===== src/rtl/sha1_block_engine.sv =====
// sha1_block_engine: SHA-1 compression of one 512-bit block, UNROLL rounds per clock.
// Latency: out_valid rises 80/UNROLL + 1 edges after the word-15 handshake edge.
// Backpressure: in_ready only in LOAD; digest held in DONE until out_ready.
// Optional macro SHA1_CHAIN_EN: in_first on word 0 selects IV reload (1) or chaining (0).
module sha1_block_engine #(
    parameter int UNROLL         = 1,  // rounds per clock: 1, 2, 4 or 5 (divides 20)
    parameter bit BIG_ENDIAN_OUT = 1   // 1: H0 in out_digest[159:128], 0: H0 in [31:0]
) (
    input  logic         clk,
    input  logic         rst,
    input  logic         in_valid,
    output logic         in_ready,
    input  logic [31:0]  in_data,
    input  logic         in_first,
    output logic         out_valid,
    input  logic         out_ready,
    output logic [159:0] out_digest,
    output logic         busy
);
    localparam logic [31:0] IV [5] = '{32'h67452301, 32'hefcdab89, 32'h98badcfe,
                                       32'h10325476, 32'hc3d2e1f0};
    localparam int         EXT  = 16 + UNROLL;
    localparam logic [6:0] STEP = 7'(UNROLL);
    localparam logic [6:0] LAST = 7'd80;

    typedef enum logic [1:0] {ST_LOAD, ST_RUN, ST_DONE} state_t;

    state_t      state_q, state_d;
    logic [3:0]  cnt_q;
    logic [6:0]  round_q;
    logic [31:0] a_q, b_q, c_q, d_q, e_q;
    logic [31:0] a_d, b_d, c_d, d_d, e_d;
    logic [31:0] h_q [5];
    logic [31:0] w_q [16];
    logic [31:0] w_d [16];
    logic [31:0] ext [EXT];
    logic        out_valid_q;
    logic        reload_iv;
    logic [6:0]  t_c;
    logic [31:0] f_c, k_c, tmp_c;

    function automatic logic [31:0] rol1(input logic [31:0] x);
        return {x[30:0], x[31]};
    endfunction

    function automatic logic [31:0] rol5(input logic [31:0] x);
        return {x[26:0], x[31:27]};
    endfunction

    function automatic logic [31:0] rol30(input logic [31:0] x);
        return {x[1:0], x[31:2]};
    endfunction

`ifdef SHA1_CHAIN_EN
    // in_first=0 on word 0 keeps the previous digest as the chaining value
    assign reload_iv = in_first;
`else
    // every block starts from the IV; in_first has no effect
    logic unused_in_first;
    assign reload_iv       = 1'b1;
    assign unused_in_first = in_first;
`endif

    // Message schedule: window w_q holds W[t..t+15]; append UNROLL new words and slide
    always_comb begin
        for (int i = 0; i < EXT; i++) ext[i] = 32'h0;
        for (int i = 0; i < 16; i++) ext[i] = w_q[i];
        // later words may depend on words generated earlier in the same cycle
        for (int j = 0; j < UNROLL; j++)
            ext[16+j] = rol1(ext[13+j] ^ ext[8+j] ^ ext[2+j] ^ ext[j]);
        for (int i = 0; i < 16; i++) w_d[i] = ext[i+UNROLL];
    end

    // UNROLL chained SHA-1 rounds starting at round_q
    always_comb begin
        a_d   = a_q;
        b_d   = b_q;
        c_d   = c_q;
        d_d   = d_q;
        e_d   = e_q;
        t_c   = 7'd0;
        f_c   = 32'h0;
        k_c   = 32'h0;
        tmp_c = 32'h0;
        for (int j = 0; j < UNROLL; j++) begin
            t_c = round_q + 7'(j);
            if (t_c < 7'd20) begin
                f_c = (b_d & c_d) | (~b_d & d_d);
                k_c = 32'h5a827999;
            end else if (t_c < 7'd40) begin
                f_c = b_d ^ c_d ^ d_d;
                k_c = 32'h6ed9eba1;
            end else if (t_c < 7'd60) begin
                f_c = (b_d & c_d) | (b_d & d_d) | (c_d & d_d);
                k_c = 32'h8f1bbcdc;
            end else begin
                f_c = b_d ^ c_d ^ d_d;
                k_c = 32'hca62c1d6;
            end
            tmp_c = rol5(a_d) + f_c + e_d + k_c + ext[j];
            e_d   = d_d;
            d_d   = c_d;
            c_d   = rol30(b_d);
            b_d   = a_d;
            a_d   = tmp_c;
        end
    end

    // State register
    always_ff @(posedge clk or posedge rst) begin
        if (rst) state_q <= ST_LOAD;
        else     state_q <= state_d;
    end

    // Next state and handshake outputs; RUN spends 80/UNROLL round cycles plus one feed-forward cycle
    always_comb begin
        state_d  = state_q;
        in_ready = 1'b0;
        busy     = !((state_q == ST_LOAD) && (cnt_q == 4'd0));
        case (state_q)
            ST_LOAD: begin
                in_ready = 1'b1;
                if (in_valid && (cnt_q == 4'd15)) state_d = ST_RUN;
            end
            ST_RUN: begin
                if (round_q == LAST) state_d = ST_DONE;
            end
            ST_DONE: begin
                if (out_ready) state_d = ST_LOAD;
            end
            default: state_d = ST_LOAD;
        endcase
    end

    // Datapath: word loading, round iteration, feed-forward and digest handshake
    always_ff @(posedge clk or posedge rst) begin
        if (rst) begin
            cnt_q       <= 4'd0;
            round_q     <= 7'd0;
            a_q         <= 32'h0;
            b_q         <= 32'h0;
            c_q         <= 32'h0;
            d_q         <= 32'h0;
            e_q         <= 32'h0;
            out_valid_q <= 1'b0;
            for (int i = 0; i < 5; i++)  h_q[i] <= IV[i];
            for (int i = 0; i < 16; i++) w_q[i] <= 32'h0;
        end else begin
            case (state_q)
                ST_LOAD: begin
                    if (in_valid) begin
                        for (int i = 0; i < 15; i++) w_q[i] <= w_q[i+1];
                        w_q[15] <= in_data;
                        cnt_q   <= cnt_q + 4'd1;  // wraps to 0 after word 15
                        if ((cnt_q == 4'd0) && reload_iv) begin
                            for (int i = 0; i < 5; i++) h_q[i] <= IV[i];
                        end
                        if (cnt_q == 4'd15) begin
                            a_q     <= h_q[0];
                            b_q     <= h_q[1];
                            c_q     <= h_q[2];
                            d_q     <= h_q[3];
                            e_q     <= h_q[4];
                            round_q <= 7'd0;
                        end
                    end
                end
                ST_RUN: begin
                    if (round_q != LAST) begin
                        a_q     <= a_d;
                        b_q     <= b_d;
                        c_q     <= c_d;
                        d_q     <= d_d;
                        e_q     <= e_d;
                        round_q <= round_q + STEP;
                        for (int i = 0; i < 16; i++) w_q[i] <= w_d[i];
                    end else begin
                        h_q[0]      <= h_q[0] + a_q;
                        h_q[1]      <= h_q[1] + b_q;
                        h_q[2]      <= h_q[2] + c_q;
                        h_q[3]      <= h_q[3] + d_q;
                        h_q[4]      <= h_q[4] + e_q;
                        out_valid_q <= 1'b1;
                    end
                end
                ST_DONE: begin
                    if (out_ready) out_valid_q <= 1'b0;
                end
                default: out_valid_q <= 1'b0;
            endcase
        end
    end

    // Digest word ordering
    always_comb begin
        if (BIG_ENDIAN_OUT) out_digest = {h_q[0], h_q[1], h_q[2], h_q[3], h_q[4]};
        else                out_digest = {h_q[4], h_q[3], h_q[2], h_q[1], h_q[0]};
    end

    assign out_valid = out_valid_q;

endmodule


===== config.mk =====
export PLATFORM = sky130hd
export DESIGN_NAME = sha1_block_engine
export DESIGN_NICKNAME = d
export VERILOG_FILES = /design/src/rtl/sha1_block_engine.sv
export SDC_FILE = /design/constraint.sdc
export NUM_CORES = 2
export LEC_CHECK = 0
export BUFFER_PORTS_ARGS = -buffer_cell sky130_fd_sc_hd__buf_2
export CORE_AREA = 2 2 286 288
export CTS_CLUSTER_SIZE = 40
export DETAILED_ROUTE_END_ITERATION = 12
export DIE_AREA = 0 0 288 290
export PLACE_DENSITY_LB_ADDON = 0.25
export REMOVE_ABC_BUFFERS = 1
export SLEW_MARGIN = 20
export SYNTH_ARGS = -nofsm -noshare
export SYNTH_HDL_FRONTEND = slang
export SYNTH_SLANG_ARGS = --single-unit

===== constraint.sdc =====
create_clock -name clk -period 37.2 [get_ports clk]
set_clock_uncertainty 0.1 [all_clocks]
set_input_delay 5.58 -clock clk [delete_from_list [all_inputs] [get_ports clk]]
set_output_delay 5.58 -clock clk [all_outputs]
set_load 0.005 [all_outputs]

; ---- Word-level counts from Yosys, hierarchy flattened
; Index checks and enable logic that the tools add are counted.
[word_totals]
register_bits = 846
latch_bits = 0
mem_bits_rw = 0
mem_bits_ro = 0
inputBits = 37
out_inout_bits = 163
wordCells = 128
memories = 0
[classes]
add_sub_neg = 11
n_mul = 0
n_div = 0
magnitude_cmp = 3
n_eq_ne = 13
n_shift = 0
n_mux = 45
bitwise_logic = 14
reduce_logical = 12
[op_table]
columns = operator, count
row1 = 512-bit 2-to-1 mux, 2
row2 = 512-bit one-hot mux with 2 select lines, 1
row3 = 32-bit 2-to-1 mux, 20
row4 = 160-bit 2-to-1 mux, 3
row5 = 160-bit one-hot mux with 2 select lines, 1
row6 = 32-bit one-hot mux with 2 select lines, 5
row7 = 32-bit adder, 9
row8 = 32-bit XOR, 5
row9 = 32-bit bitwise AND, 4
row10 = 32-bit bitwise OR, 3
row11 = 32-bit inverter, 1
row12 = 31-bit 2-to-1 mux, 1
row13 = 7-bit 2-to-1 mux, 3
row14 = 7-bit by 6-bit < comparator with 1-bit output (second input constant), 2
row15 = 7-bit one-hot mux with 2 select lines, 1
row16 = 2-bit != test (second input constant), 5
row17 = 3-bit AND reduction, 3
row18 = 4-bit AND reduction, 2
row19 = 7-bit by 1-bit adder with 7-bit output (second input constant), 1
row20 = 7-bit equality test (second input constant), 1
row21 = 7-bit by 5-bit < comparator with 1-bit output (second input constant), 1
row22 = 7-bit != test (second input constant), 1
row23 = 2-bit 2-to-1 mux, 3
row24 = 2-bit by 1-bit != test with 1-bit output (second input constant), 3
row25 = other kinds (14), 17

; ---- Logic depth before layout (Yosys ltp)
[logic_depth]
ltp_word = 12
depth_mapped = 25
mapped_depth_nobuf = 24

; ---- Worst setup path after synthesis
; No wires, ideal clock.
[synth_timing]
kind = input -> register
from = input port in_valid
to = register a_q[20]
setup_time_ns = 0.133
arrival_ns = 6.936
required_ns = 36.967
path_slack_ns = 30.031
cell_stages = 7
path_buffers = 3
cell_sequence = and2_1 -> buf_2 -> and4_1 -> nor2_1 -> clkbuf_1 -> clkbuf_1 -> a21oi_1
[synth_between]
elab_chain_cells = 2
[synth_rtl]
columns = element, line
row1 = start: declaration, 11  ; input logic in_valid,
row2 = 2-bit != test (no source line), -
row3 = 4-bit AND reduction (no source line), -
row4 = end signal: assignment, 159  ; a_q <= h_q[0];
row5 = end: declaration, 31  ; logic [31:0] a_q, b_q, c_q, d_q, e_q;
; No other way between the ends.
; A chain may end at the register's enable or synchronous reset.

; ---- Worst setup path after layout
[layout_timing]
from = input port in_valid
to = register w_q, in the netlist ext[518]
[layout_between]
elab_chain_cells = 2
[layout_rtl]
columns = element, line
row1 = 2-bit != test (no source line), -
row2 = 3-bit AND reduction (no source line), -
row3 = end: declaration, 34  ; logic [31:0] w_q [16];
; No other way between the ends.

==> results.yml <==
status:
  status: "finished, final reports clean"
clocking:
  cts_hold_buf: 0
  cts_tree: "done"
  cts.sinks: 846
  cts_root_buffer: "clkbuf_16"
  clk_pin_slew_ns: 0.06
  cts_setup_buffers: 0
  cts_buffer_depth: 3
  postCtsResizedCells: 0
  cts_buffers: 92
  h-tree-depth: 3
  clk_latency_ns: 0.67
hold_path:
  worstHoldPathCells: 2
  hold_path.class: "reg -> reg"
critical_path:
  path_common_cell: "buf_4"
  worstPathArrival_ns: 9.12
  cp_slowest_cell: "buf_4"
  crit_cells: 8
  reg2regPathDepth: 23
  max_stage_delay_ns: 0.85
  crit_buf_inv: 5
  crit_family: "buffers and inverters"
  worstSetupEndpointType: "flip-flop"
  critPathMaxFanout: 94
  rrSetupSlack_ns: 30.41
  worstSetupPathType: "in -> reg"
  worstSetupStartpointType: "primary input"
  critical_path_required_ns: 37.61
  worstPathCellList: "buf_2 > nor2_1 > a211oi_4 > buf_4 > buf_4 > buf_4 > buf_4 > o21ai_0"
route:
  drtIter0Drc: 3103
  ant_nets: 0
  routedWlPerCell_um: 18.2
  vias_per_cell: 5.61
  drc_errors: 0
  routed_wl_um: 119000
  drtPass1Iterations: 6
  via_count: 36647
timing:
  post-route-period-util: 0.234
  period_needed_ns: 8.71
  maxSlewViolCount: 0
  max-slew-margin-rel: 0.286
  tightest_slew_ns: 1.07
  setup_tns_ns: 0
  rsz0062_at_grt: "no"
  setup_viol: 0
  hold_violations: 0
  clock.fmax_mhz: 115
yosys:
  synth_cell_type_count: 79
  synth_cells: 5314
  yosysMostFrequentCell: "nand2_1"
  synth-async-reset-ratio: 1.00
  synth_area_leader_cell: "dfrtp_1"
  synth_area_um2: 46200
  postSynthAreaPerCell_um2: 8.68
  synthTopCellsByCount: "nand2_1, dfrtp_1, nor2_1, a21oi_1, inv_1"
  yosysWarnings: 0
  yosysTopAreaCellShare: 0.415
  seq_area_frac_synth: 0.461
  synth_edf_count: 0
  ys_ff_latch: 846
  synth_ff_type: "dfrtp_1"
  ys_top_cells_by_area: "dfrtp_1, nand2_1, fa_1"
layout:
  fin_nets: 5762
  fin_area_um2: 51000
  syn_to_final_growth_pct: 10.6
  stdcell_count: 6535
  drive_above_1_share: 0.0921
  fin_util: 0.637
  diodes: 0
die:
  start_util: 0.576
  die_y_um: 290
  core_area_um2: 80200
  io-pin-count: 200
  num_rows: 104
  dieArea_um2: 83500
  fp.dieW_um: 288
placed_design:
  dp_hpwl_um: 80600
  gp_congestion: 0.966
  postPlaceCellArea_um2: 48000
  placed_cells: 6369
  portBuffers: 198
grt:
  grt_pass1_vias: 35273
  grt_max_degree: 192
  grt_pass1_wl_um: 192000
  grt_overflow_total: 0
  antenna_found_initial: 0
  grt_usage: 0.286
job:
  cap_violations: 0
path summary, 6_finish.rpt:
path                       startpoint              to
hold reg to reg              ext[289]        ext[321]
min in group asynchronous         rst  out_digest[63]
hold / removal               ext[289]        ext[321]
setup / recovery             in_valid        ext[518]
max in group asynchronous         rst        ext[227]
setup reg to reg           round_q[2]         a_q[29]
through the flow:
step	hold WS [ns]	setup WS, ns
after floorplan	0.339	4.26
after global placement	0.343	27.84
after detailed placement	0.349	27.86
after CTS	0.347	28.53
after global routing	0.373	28.17
final	0.352	28.49
cells by family (layout without fill, tap and decap cells):
group           count (synthesis)  in the layout  synth area share
mux                            33             33           0.00737
simple gates                 2424           2424             0.207
buf+inv                       471            632            0.0384
xor+xnor                      266            266            0.0505
compound gates                952            952             0.128
fa+ha+maj                     322            322             0.108
flops                         846            846             0.461
metal layers:
metal	share of wire	track usage	up-vias
met4	0.034	0.0924	0
met5	0	0	-
met1	0.44	0.400	17837
met2	0.46	0.452	995
li1	-	-	17592
met3	0.066	0.0563	223
cell usage in the layout (no fill, tap or decap), drive strengths merged, types with 89 or more instances in the layout:
cell type	n
nand2	1860
dfrtp	766
nor2	371
a21oi	279
buf	239
inv	227
o21ai	224
ha	197
xnor2	187
a31oi	150
clkbuf	144
fa	125
a21o	89
area by class of cell:
type                       instances  area [um2]
clock buffer                     144        2770
clock inverter                    22         285
fill                            6813       29100
inverter                         227         867
multi-input combinational       3997       23200
sequential                       846       21300
tap                             1060        1330
timing repair buffer             239        1340
worst reg2reg max path: stages (launching register included):
cell	delay, ns
dfrtp_1	0.42
or2_2	0.37
a21o_1	0.22
nor2_1	0.48
nor2_1	0.12
buf_4	0.27
a221oi_1	0.45
fa_1	0.51
fa_1	0.47
inv_1	0.07
ha_1	0.16
inv_1	0.06
fa_1	0.43
nor2b_1	0.22
o2111ai_1	0.20
a21oi_1	0.31
o31ai_1	0.19
a211oi_1	0.46
o31ai_1	0.21
a21o_1	0.24
a21oi_1	0.16
xor2_1	0.16
nand2_1	0.08
a31oi_1	0.30
flip-flops by register name (all words and copies together), names as in the netlist:
register and cells:
a_q 32, b_q 32, c_q 32, cnt_q 4, d_q 32, e_q 32
ext 512, out_digest 160, out_valid 1, round_q 7, state_q 2
Power is not shown: default switching activity piles up to over one toggle a cycle in this logic, so the estimate is an artifact.
